<file path="src/rtl/b02_seq_detect_if.sv">
// b02_seq_detect_if: control/data bundle for the b02_seq_detect pattern
// recognizer. The clock and reset are not part of the bundle.
//   master: drives ENABLE, LINEA, LINEA_VALID, PAT_LOAD, PAT_IN, CNT_CLR;
//           observes U_REG, MATCH_CNT, CNT_SAT, ARMED.
//   slave : the recognizer side (opposite directions).
interface b02_seq_detect_if #(
  parameter int PAT_W = 4,
  parameter int CNT_W = 8
);
  logic             ENABLE;
  logic             LINEA;
  logic             LINEA_VALID;
  logic             PAT_LOAD;
  logic [PAT_W-1:0] PAT_IN;
  logic             CNT_CLR;
  logic             U_REG;
  logic [CNT_W-1:0] MATCH_CNT;
  logic             CNT_SAT;
  logic             ARMED;

  modport master (
    output ENABLE, LINEA, LINEA_VALID, PAT_LOAD, PAT_IN, CNT_CLR,
    input  U_REG, MATCH_CNT, CNT_SAT, ARMED
  );

  modport slave (
    input  ENABLE, LINEA, LINEA_VALID, PAT_LOAD, PAT_IN, CNT_CLR,
    output U_REG, MATCH_CNT, CNT_SAT, ARMED
  );
endinterface

</file>
<file path="src/rtl/b02_seq_detect.sv">
// b02_seq_detect: serial-line pattern recognizer. Shifts qualified LINEA
// bits MSB-first into a PAT_W-bit history and compares the last PAT_W bits
// against a runtime-loadable pattern. Each match gives a registered
// one-cycle U_REG pulse and bumps a saturating MATCH_CNT.
// Ports:
//   clock    - rising-edge clock
//   RESET_G  - asynchronous active-high reset
//   bus      - b02_seq_detect_if.slave (ENABLE, LINEA, LINEA_VALID,
//              PAT_LOAD, PAT_IN, CNT_CLR in; U_REG, MATCH_CNT, CNT_SAT,
//              ARMED out)
// Build option: define B02_SEQ_OVERLAP_EN to detect overlapping
// occurrences; otherwise each match restarts the fill from zero.
module b02_seq_detect #(
  parameter int               PAT_W   = 4,
  parameter int               CNT_W   = 8,
  parameter logic [PAT_W-1:0] PAT_RST = PAT_W'(4'b1011)
) (
  input  logic             clock,
  input  logic             RESET_G,
  b02_seq_detect_if.slave  bus
);

  localparam int FW = $clog2(PAT_W + 1);

  typedef enum logic [1:0] {
    IDLE = 2'd0,
    FILL = 2'd1,
    HUNT = 2'd2
  } state_t;

  state_t           state_q, state_d;
  logic [PAT_W-1:0] sr_q, sr_d;
  logic [FW-1:0]    fill_q, fill_d;
  logic [PAT_W-1:0] pat_q, pat_d;
  logic [CNT_W-1:0] cnt_q, cnt_d;
  logic             u_q, u_d;

  logic [PAT_W-1:0] sr_next;
  logic             match;
  logic             full_after;

  always_ff @(posedge clock or posedge RESET_G) begin
    if (RESET_G) begin
      state_q <= IDLE;
      sr_q    <= '0;
      fill_q  <= '0;
      pat_q   <= PAT_RST;
      cnt_q   <= '0;
      u_q     <= 1'b0;
    end else begin
      state_q <= state_d;
      sr_q    <= sr_d;
      fill_q  <= fill_d;
      pat_q   <= pat_d;
      cnt_q   <= cnt_d;
      u_q     <= u_d;
    end
  end

  always_comb begin
    state_d    = state_q;
    sr_d       = sr_q;
    fill_d     = fill_q;
    pat_d      = pat_q;
    cnt_d      = cnt_q;
    match      = 1'b0;
    sr_next    = {sr_q[PAT_W-2:0], bus.LINEA};
    // fill+1 >= PAT_W, i.e. this bit completes a full window
    full_after = (fill_q >= FW'(PAT_W - 1));

    // Pattern load is independent of ENABLE; it also blocks acceptance.
    if (bus.PAT_LOAD) pat_d = bus.PAT_IN;

    if (!bus.ENABLE) begin
      state_d = IDLE;
      sr_d    = '0;
      fill_d  = '0;
    end else if (bus.PAT_LOAD) begin
      state_d = FILL;
      sr_d    = '0;
      fill_d  = '0;
    end else begin
      unique case (state_q)
        IDLE: state_d = FILL;
        FILL, HUNT: begin
          if (bus.LINEA_VALID) begin
            match   = full_after && (sr_next == pat_q);
            sr_d    = sr_next;
            fill_d  = (fill_q == FW'(PAT_W)) ? fill_q : fill_q + FW'(1);
            state_d = full_after ? HUNT : FILL;
`ifndef B02_SEQ_OVERLAP_EN
            if (match) begin
              sr_d    = '0;
              fill_d  = '0;
              state_d = FILL;
            end
`endif
          end
        end
        default: state_d = IDLE;
      endcase
    end

    // Clear wins over a coincident increment.
    if (bus.CNT_CLR) cnt_d = '0;
    else if (match && !(&cnt_q)) cnt_d = cnt_q + CNT_W'(1);

    u_d = match;
  end

  assign bus.U_REG     = u_q;
  assign bus.MATCH_CNT = cnt_q;
  assign bus.CNT_SAT   = &cnt_q;
  assign bus.ARMED     = (state_q == HUNT);

endmodule

</file>
<file path="src/flat_wrapper.sv">
// flat-port wrapper written by rule: the top's interface ports become plain ports
module b02_seq_detect_flat 
#(
  parameter int               PAT_W   = 4,
  parameter int               CNT_W   = 8,
  parameter logic [PAT_W-1:0] PAT_RST = PAT_W'(4'b1011)
)
  (clock, RESET_G, bus_ENABLE, bus_LINEA, bus_LINEA_VALID, bus_PAT_LOAD, bus_PAT_IN, bus_CNT_CLR, bus_U_REG, bus_MATCH_CNT, bus_CNT_SAT, bus_ARMED);
  b02_seq_detect_if #(.PAT_W(PAT_W), .CNT_W(CNT_W)) bus_i ();
  input  logic clock;
  input  logic RESET_G;
  input wire logic [$bits(bus_i.ENABLE)-1:0] bus_ENABLE;
  input wire logic [$bits(bus_i.LINEA)-1:0] bus_LINEA;
  input wire logic [$bits(bus_i.LINEA_VALID)-1:0] bus_LINEA_VALID;
  input wire logic [$bits(bus_i.PAT_LOAD)-1:0] bus_PAT_LOAD;
  input wire logic [$bits(bus_i.PAT_IN)-1:0] bus_PAT_IN;
  input wire logic [$bits(bus_i.CNT_CLR)-1:0] bus_CNT_CLR;
  output wire logic [$bits(bus_i.U_REG)-1:0] bus_U_REG;
  output wire logic [$bits(bus_i.MATCH_CNT)-1:0] bus_MATCH_CNT;
  output wire logic [$bits(bus_i.CNT_SAT)-1:0] bus_CNT_SAT;
  output wire logic [$bits(bus_i.ARMED)-1:0] bus_ARMED;
  assign bus_i.ENABLE = bus_ENABLE;
  assign bus_i.LINEA = bus_LINEA;
  assign bus_i.LINEA_VALID = bus_LINEA_VALID;
  assign bus_i.PAT_LOAD = bus_PAT_LOAD;
  assign bus_i.PAT_IN = bus_PAT_IN;
  assign bus_i.CNT_CLR = bus_CNT_CLR;
  assign bus_U_REG = bus_i.U_REG;
  assign bus_MATCH_CNT = bus_i.MATCH_CNT;
  assign bus_CNT_SAT = bus_i.CNT_SAT;
  assign bus_ARMED = bus_i.ARMED;
  b02_seq_detect #(.PAT_W(PAT_W), .CNT_W(CNT_W), .PAT_RST(PAT_RST)) u_core (.clock(clock), .RESET_G(RESET_G), .bus(bus_i));
endmodule
</file>
<file path="config.mk">
export PLATFORM = sky130hd
export DESIGN_NAME = b02_seq_detect_flat
export DESIGN_NICKNAME = d
export VERILOG_FILES = /design/src/rtl/b02_seq_detect_if.sv /design/src/rtl/b02_seq_detect.sv /design/src/flat_wrapper.sv
export SDC_FILE = /design/constraint.sdc
export NUM_CORES = 1
export LEC_CHECK = 0
export ABC_CLOCK_PERIOD_IN_PS = 3600
export BUFFER_PORTS_ARGS = -buffer_cell sky130_fd_sc_hd__buf_2
export CORE_ASPECT_RATIO = 1.75
export CORE_UTILIZATION = 45
export DETAILED_ROUTE_END_ITERATION = 12
export PLACE_DENSITY = 0.66
export SYNTH_ARGS = -nofsm -noshare
export SYNTH_HDL_FRONTEND = slang
export SYNTH_SLANG_ARGS = --single-unit
</file>
<file path="constraint.sdc">
create_clock -name clock -period 3.6 [get_ports clock]
set_input_delay 0.18 -clock clock [delete_from_list [all_inputs] [get_ports clock]]
set_output_delay 0.18 -clock clock [all_outputs]
set_load 0.02 [all_outputs]
</file>
# Yosys cells after proc, flatten, opt, wreduce, memory -nomap -nowiden
# Cells that the tools add are included.
# Widths: inputs -> output; s select.
dict set report totals {
  ff_bits 21
  out_inout_bits 11
  wordCells 49
}
dict set report op_classes {
  add_sub_neg 2
  n_lt_le_gt_ge 1
  n_eq_ne 8
  n_mux 23
  reduce_logical 9
}
# op n
set op_table {}
lappend op_table {{$mux 3} 11}
lappend op_table {{$mux 8} 2}
lappend op_table {{$mux 2} 5}
lappend op_table {{$add 8x1->8 const B} 1}
lappend op_table {{$reduce_and 8->1} 1}
lappend op_table {{$ne 3x1->1 const B} 2}
lappend op_table {{$eq 4x4->1} 1}
lappend op_table {{$mux 1} 4}
lappend op_table {{$ne 4x3->1 const B} 1}
lappend op_table {{$ne 4x4->1 const B} 1}
lappend op_table {{$pmux 2 s2} 1}
lappend op_table {{$add 3x1->3 const B} 1}
lappend op_table {{$eq 3x3->1 const B} 1}
lappend op_table {{$ge 3x2->1 const B} 1}
lappend op_table {{$reduce_and 3->1} 1}
lappend op_table {{$eq 2x1->1 const B} 1}
lappend op_table {{$eq 2x2->1 const B} 1}
lappend op_table {{$logic_and 1x1->1} 2}
lappend op_table {{$logic_not 2->1} 1}
lappend op_table {{$reduce_and 2->1} 1}
lappend op_table {{$reduce_bool 2->1} 1}
lappend op_table {{$reduce_or 2->1} 1}
lappend op_table {{$logic_not 1->1} 1}

# Depth between registers and ports, before layout
# Gate-level depths: netlist of run 1.
dict set report logic_depth {
  ltp_word 9
  mapped_depth 6
  depth_no_buf 6
}

# Worst setup path after synthesis of run 1
# No wires, ideal clock.
dict set report synth_path {
  path_type {flip-flop to flip-flop}
  startpoint {register u_core.cnt_q[0], in the netlist u_core.bus.MATCH_CNT[0]}
  endpoint {register u_core.cnt_q[5], in the netlist u_core.bus.MATCH_CNT[5]}
  setup_time_ps 125
  arrival_time_ps 2025
  required_time_ps 3475
  path_slack_ps 1451
  stages_incl_launch_ff 6
  path_buffers 0
  synth_period_minus_slack_ps 2149
  path_cell_list {dfrtp_1 -> ha_1 -> and3_2 -> a2111o_1 -> nor4_1 -> mux2_2}
}
dict set report synth_via {
  elab_chain_cells 4
  word_cells_on_any_way 7
}
# item line
set synth_lines {}
lappend synth_lines {{from (decl)} b02_seq_detect.sv:35} ;# logic [CNT_W-1:0] cnt_q, cnt_d;
lappend synth_lines {{from (signal assigned)} b02_seq_detect.sv:55} ;# cnt_q <= cnt_d;
lappend synth_lines {{parallel branches: the longest is 4 deep, another holds $add 8x1->8} --}
# Parallel ways; which one is timed is not known. The select of a mux whose other input is x is not followed.
# A chain may end at the register's enable or synchronous reset.

# Worst setup path in the final report of run 1
dict set report layout_path {
  startpoint {register u_core.state_q[0]}
  endpoint {register u_core.cnt_q[5], in the netlist u_core.bus.MATCH_CNT[5]}
}
dict set report layout_via {
  elab_chain_cells 7
  word_cells_on_any_way 8
}
# item line
set layout_lines {}
lappend layout_lines {{from (decl)} b02_seq_detect.sv:31} ;# state_t state_q, state_d;
lappend layout_lines {{from (signal assigned)} b02_seq_detect.sv:51} ;# state_q <= state_d;
lappend layout_lines {{$eq 2x2->1 or $eq 2x1->1 (tied branches)} b02_seq_detect.sv:83} ;# unique case (state_q)
lappend layout_lines {{$reduce_or 2->1 (*)} b02_seq_detect.sv:83}
lappend layout_lines {{$mux 1 (*)} b02_seq_detect.sv:83}
lappend layout_lines {{$mux 1 (*)} b02_seq_detect.sv:78} ;# end else if (bus.PAT_LOAD) begin
lappend layout_lines {{$mux 1 (*)} b02_seq_detect.sv:74} ;# if (!bus.ENABLE) begin
lappend layout_lines {{$logic_and 1x1->1 (*)} b02_seq_detect.sv:106} ;# else if (match && !(&cnt_q)) cnt_d = cnt_q + CNT_W'(1);
lappend layout_lines {{$reduce_bool 2->1 (no source line) (*)} --}
# Mark *: on every way between the ends. The rest lies on a longest branch, timed or not.

==> results.md, run 1 <==
* Status: completed
* Worst clock skew at around 0.0030 ns
* Post-synth ARST share at 100.0%
* Final ANT Viol Nets at 0
* Die Width at 41.92 um
* RR Endpoint: u_core.bus.MATCH_CNT[5]
* Total GRT Usage at 19.04%
* Root buffer cell: clkbuf_8
* Layout cells sized above 1 at between 20% and 30%
* Via/cell ratio at 5.902
* PwrDens at between 300 and 400 nW/um2
* Postcts setup bufs at 0
* Final setup fails at 0
* Leak at just over 0.0006 uW
* Worst endpoint required time at approximately 3.8 ns
* Largest net degree at the start of global routing at 22
* Htree depth at 1
* R2R depth at 6
* Ant. Diodes at 0
* Initial antenna violation count at 0
* Iteration-0 DRC Markers at 37
* Compound-gate portion of the synthesized area at about 15%
* Vias in the first global route at between 1000 and 1500
* Mapped Avg Cell Area at between 10 and 15 um2
* First-pass DRT Iterations at 4
* Post-Synthesis Cell Area at 1255 um2
* Syn-to-layout area delta at 11.86%
* Drt wl/cell at about 14 um
* Core area at 2659 um2
* Adder-cell share of the synthesized area at roughly 7.0%
* Num ports at 22
* Cts repair resizes at 0
* Main combinational cell family by area after synthesis: simple AND/OR/NAND/NOR gates
* Yosys warning total at 0
* Peak supply drop at 0.2792 mV
* Top-area cell type share of the netlist area at a little over a third
* Post-synth top area cell: dfrtp_1
* RePlAce Congestion at 0.8131
* Netlist cell types at 38
* Layout fillers at roughly 250
* Top FF cell, synth: dfrtp_1
* Worst path cell trace: inv_1 > ha_1 > nand2_2 > a2111o_1 > nor4_1 > mux2_2
* Multi-input logic area at about 660 um2
* Max Root-Sink Buffers at 2
* Final min period at between 2 and 2.5 ns
* First-pass GRT wire length at 4533 um
* Post-synthesis mux area share at roughly 7.2%
* Worst Path Arrival at roughly 2.4 ns
* Slowest stage delay, CP at about 0.49 ns
* Vias at approximately 1000
* Worst Setup Start Kind: flop
* Worst r2r src: u_core.state_q[0]
* CP Max Fanout at 10
* # hold bufs at CTS at 0
* HP Class: in -> async
* Die height at 71.86 um
* Grt ovf at 0
* Final Hold Fails at 0
* Worst Setup End Kind: flop
* Clk slew on worst S/H paths at 0.08 ns
* Nets at 165
* CTS tree: done
* R2R setup slack at around 1.3 ns
* Highest clock rate at 437.3 MHz
* Total Neg Setup Slack at 0 ns
* #FFs+latches synth at 21
* Slew headroom at between 40% and 50%
* DRC at 0
* Final period util at 63.53%
* Initial core utilization at 47.20%
* Clock sink total at 21
* Post-Route WL at 2507 um
* Synth area leaders: dfrtp_1 (36%), mux2_2 (7.2%), ha_1 (7.0%), dfstp_2 (6.3%), a21oi_1 (3.2%)
* Num CTS Buffers at 3
* I/O Buffers at 21
* Worst Slack Setup Final at about 1.3 ns
* FF+latch area at ~530 um2
* Post-synth EDFFs at 0
* Syn_nets at 142
* Max Transition Viols Final at 0
* Xor and xnor area share after synthesis at 2.792%
* Worst Tran Pin Value at 0.8028 ns
* Max cap viols at 0
* Hpwl dp at about 1900 um
* WS Path Type: reg -> reg
* Worst slack at placement at between 1 and 1.5 ns
* Clock Latency Late Sink at ~0.25 ns
* Std-Cell Rows at 25
* CP max stage cell: a2111o_1
* Die footprint at 3012 um2
* Post-Synth Simple-Gate Area at about 20%
* RSZ-0062 raised after global routing: false
* Syn Inst Count at 124
* Sequential fraction of the synthesis area at 42.17%
==> worst max-delay path, delay by kind of cell (launching register included) <==
family / cells / cell delay (ns)
AO/OA/AOI/OAI: 1 / 0.49
adder cells (fa/ha/maj): 1 / 0.39
buffers and inverters: 1 / 0.07
flip-flops: 1 / 0.37
multiplexers: 1 / 0.37
AND/OR/NAND/NOR: 2 / 0.48
==> routing by layer <==
metal  vias up  share of wire, %  GRT usage [%]
li1        503                 -              -
met5         -                 0              0
met4         0               1.8          8.244
met3         4               3.3          1.763
met2        22                53          35.24
met1       492                42          21.63
==> stage by stage <==
| stage | cells | hold slack, ns | total power [uW] | utilization [%] | area (um2) |
|---|---|---|---|---|---|
| 4_1_cts | 173 | 0.09135 | 455.5 | 52.80 | 1404 |
| 5_1_grt | 173 | 0.1317 | 468.7 | 52.80 | 1404 |
| 2_1_floorplan | 124 | 0.1543 | 288.2 | - | 1255 |
| 6_report | 173 | 0.06582 | 446.4 | 52.80 | 1404 |
| 3_5_place_dp | 169 | 0.3737 | 301.1 | 51.06 | 1358 |
| 3_3_place_gp | 169 | 0.3670 | 298.9 | 51.06 | 1358 |
==> Yosys cell counts (all sizes together), types with 3 or more instances <==
| master | number |
|---|---|
| a21oi | 8 |
| a31oi | 3 |
| dfrtp | 18 |
| dfstp | 3 |
| ha | 7 |
| inv | 8 |
| mux2 | 8 |
| nand2 | 6 |
| nand3 | 4 |
| nand4 | 4 |
| nor2 | 9 |
| nor2b | 5 |
| nor3 | 5 |
| o2111ai | 3 |
| o21ai | 6 |
| xnor2 | 4 |
==> worst max-delay path by stage <==
| stage | startpoint | end | slack [ns] | cells past startpoint |
|---|---|---|---|---|
| global route | u_core.state_q[1] | u_core.bus.MATCH_CNT[5] | 1.17 | 6 |
| detailed placement | u_core.state_q[0] | u_core.bus.MATCH_CNT[5] | 1.32 | 6 |
| floorplan | u_core.bus.MATCH_CNT[0] | u_core.bus.MATCH_CNT[5] | 1.45 | 5 |
| global placement | u_core.state_q[0] | u_core.bus.MATCH_CNT[5] | 1.40 | 6 |
| CTS | u_core.state_q[0] | u_core.bus.MATCH_CNT[5] | 1.31 | 6 |
| finish | u_core.state_q[0] | u_core.bus.MATCH_CNT[5] | 1.31 | 6 |
==> sequential cells by signal, indices dropped and copies added, names as in the netlist <==
| signal | cells |
|---|---|
| u_core.bus.MATCH_CNT | 8 |
| u_core.pat_q | 4 |
| u_core.fill_q | 3 |
| u_core.sr_q | 3 |
| u_core.state_q | 2 |
| u_core.bus.U_REG | 1 |
==> final cells by class <==
class                   count  area share [%]
clock buffers               3           2.941
flip-flops and latches     21           37.70
repair buffers             21           7.487
inverters                   8           2.139
multi-input cells          92           46.97
clock inverters             1          0.3565
well taps                  27           2.406
==> cell families (layout without fill, tap and decap cells) <==
kind of cell / count (synthesis) / after routing
buf+inv: 11 / 33
compound gates: 28 / 28
mux: 8 / 8
fa+ha+maj: 7 / 7
simple gates: 45 / 45
flops: 21 / 21
xor+xnor: 4 / 4
==> placed cells by master (no fill, tap or decap), drive strengths merged <==
master / instances
nand4: 4
and3: 1
xnor2: 4
a21o: 1
inv: 8
nand3: 4
a311oi: 1
clkbuf: 3
a31oi: 3
ha: 7
or4: 1
nand2: 6
a21oi: 8
o211ai: 1
a2111o: 1
dfstp: 3
nor4: 1
a221oi: 1
o2111ai: 3
o31ai: 1
nor3: 5
nor2: 9
mux2: 8
o32a: 1
nand4b: 1
nand2b: 2
nor2b: 5
nor3b: 1
buf: 21
and2: 2
dfrtp: 18
a211oi: 1
and4: 2
o21ai: 6
or3: 1
clkinv: 1
==> report_power, final <==
part           switching, uW  leakage, uW  internal [uW]  total (uW)
clock                   73.7    0.0000255           76.9         151
sequential              4.51     0.000279            244         249
combinational           28.1     0.000312           18.7        46.8
No activity file was read; power rests on OpenSTA's default activity.
==> run 2: changes to the inputs <==
Settings changed: ABC_CLOCK_PERIOD_IN_PS 3600 to 2400.
Clock period 3.6 ns to 2.4 ns, I/O delays scaled along.
==> run 2 against run 1 <==
The flow now finishes with violations (hold timing). Count of clock-buffer cells in the layout unchanged. Clock skew decreased by 0.0016 ns. Highest routed layer unchanged. Die area unchanged. Fmax increased by 4.1%. Non-clock buffer count increased by 3. Via count increased by 4.6%. Flip-flop and latch count unchanged. Global-route usage increased by 1.2 points. Power increased by 52%. First-iteration DRC count decreased by 30%. Critical path depth decreased by 1. Worst setup slack got worse by 1.1 ns.
==> results.md, run 2 (synthesis results as in run 1) <==
* Status: complete, but fails checks
* Failing checks: hold timing
* Worst endpoint required time at 2.55 ns
* First-pass GRT wire length at about 4700 um
* Max Root-Sink Buffers at 2
* Final min period at between 2 and 2.5 ns
* Die footprint at approximately 3000 um2
* Worst Setup End Kind: flop
* Max cap viols at 0
* Max reg flops at 8
* Vias at between 1000 and 1500
* R2R setup slack at about 0.2 ns
* Root buffer cell: clkbuf_8
* RePlAce Congestion at between 0.8 and 0.9
* Total Neg Setup Slack at 0 ns
* Layout cells sized above 1 at between 30% and 40%
* Most frequent cells in the layout: buf_2 (21), dfrtp_1 (18), nor2_1 (9)
* Final core occ at a little over half
* Grt ovf at 0
* Hpwl dp at slightly above 2000 um
* Vias in the first global route at about 1100
* Worst Setup Start Kind: flop
* Leak at 0.0006289 uW
* Worst path cell trace: ha_1 > and3_2 > a2111o_1 > nor4_1 > mux2_2
* Largest net degree at the start of global routing at 22
* Layout fillers at 241
* Worst clock skew at roughly 0.0014 ns
* Slowest stage delay, CP at roughly 0.53 ns
* Iteration-0 DRC Markers at 26
* Die Width at between 40 and 50 um
* Worst r2r src: u_core.bus.MATCH_CNT[0]
* Worst hold margin at -0.001709 ns
* Num CTS Buffers at 3
* Std-Cell Rows at 25
* CP max stage cell: a2111o_1
* WS Path Type: reg -> reg
* Worst Path Arrival at 2.35 ns
* Highest clock rate at 455.2 MHz
* Via/cell ratio at between 6 and 7
* Syn-to-layout area delta at 13.66%
* Drt wl/cell at 15.28 um
* PwrDens at ~480 nW/um2
* Slew headroom at 46.35%
* Cts repair resizes at 0
* Final Hold Fails at 5
* Worst Slack Setup Final at a little over 0.2 ns
* Num ports at 22
* Ant. Diodes at 0
* Worst Tran Pin Value at roughly 0.8 ns
* RR Endpoint: u_core.bus.MATCH_CNT[5]
* Nets at around 170
* I/O Buffers at 21
* Max Transition Viols Final at 0
* Worst slack at placement at around 0.21 ns
* Commonest non-fill, non-tap cell in the layout: buf_2
* Clk slew on worst S/H paths at 0.07 ns
* CTS tree: done
* First-pass DRT Iterations at 4
* Initial core utilization at a little under half
* HP Class: in -> async
* Postcts setup bufs at 0
* Final setup fails at 0
* Final ANT Viol Nets at 0
* RSZ-0062 raised after global routing: false
* R2R depth at 5
* Initial antenna violation count at 0
* Die height at 71.86 um
* Final period util at between 90% and 100%
* Htree depth at 1
* Post-Route WL at 2689 um
* Peak supply drop at ~0.4 mV
* CP Max Fanout at 9
* Clock sink total at 21
* Pwr Total at 680.0 uW
* DRC at 0
* Clock Latency Late Sink at between 0.2 and 0.3 ns
* # hold bufs at CTS at 0
* Total GRT Usage at between 20% and 30%
* Core area at 2659 um2
==> run 2: power breakdown <==
group          switching [uW]  internal, uW
Combinational            44.0          30.6
Sequential               7.09           367
Clock                     116           116
Total                     167           513
==> run 2: area by class of cell <==
| type | count | area (um2) | share of cell area, % |
|---|---|---|---|
| clock buffer | 3 | 41.29 | 2.895 |
| sequential | 21 | 529.3 | 37.11 |
| multi-input combinational | 92 | 659.4 | 46.23 |
| tap | 27 | 33.78 | 2.368 |
| timing repair buffer | 24 | 127.6 | 8.947 |
| inverter | 8 | 30.03 | 2.105 |
| clock inverter | 1 | 5.005 | 0.3509 |
==> run 2: critical path: cells and delay by family (launching register included) <==
kind | cells | cell delay, ns
adders and majority gates | 1 | 0.25
and+or+nand+nor | 2 | 0.49
DFF | 1 | 0.45
muxes | 1 | 0.37
AOI/OAI and AO/OA | 1 | 0.53
==> run 2: metal layers <==
metal / vias to the layer above / track usage (%) / wire length, um
li1: 506 / - / -
met1: 518 / 22.11 / 1069
met2: 39 / 36.98 / 1453
met3: 5 / 2.267 / 105
met4: 0 / 11.47 / 61
met5: - / 0 / 0
==> run 2: how the worst max path moves through the flow <==
stage,start,end,slack (ns),cells after the start
global route,u_core.state_q[0],u_core.bus.MATCH_CNT[5],0.04,6
detailed placement,u_core.bus.MATCH_CNT[0],u_core.bus.MATCH_CNT[5],0.21,5
finish,u_core.bus.MATCH_CNT[0],u_core.bus.MATCH_CNT[5],0.20,5
global placement,u_core.state_q[0],u_core.bus.MATCH_CNT[5],0.24,6
floorplan,u_core.bus.MATCH_CNT[0],u_core.bus.MATCH_CNT[5],0.25,5
CTS,u_core.bus.MATCH_CNT[0],u_core.bus.MATCH_CNT[5],0.20,5
==> run 2: metrics by stage <==
stage          cells  cell area, um2
2_1_floorplan    124            1255
3_3_place_gp     172            1380
3_5_place_dp     172            1380
4_1_cts          176            1426
5_1_grt          176            1426
6_report         176            1426
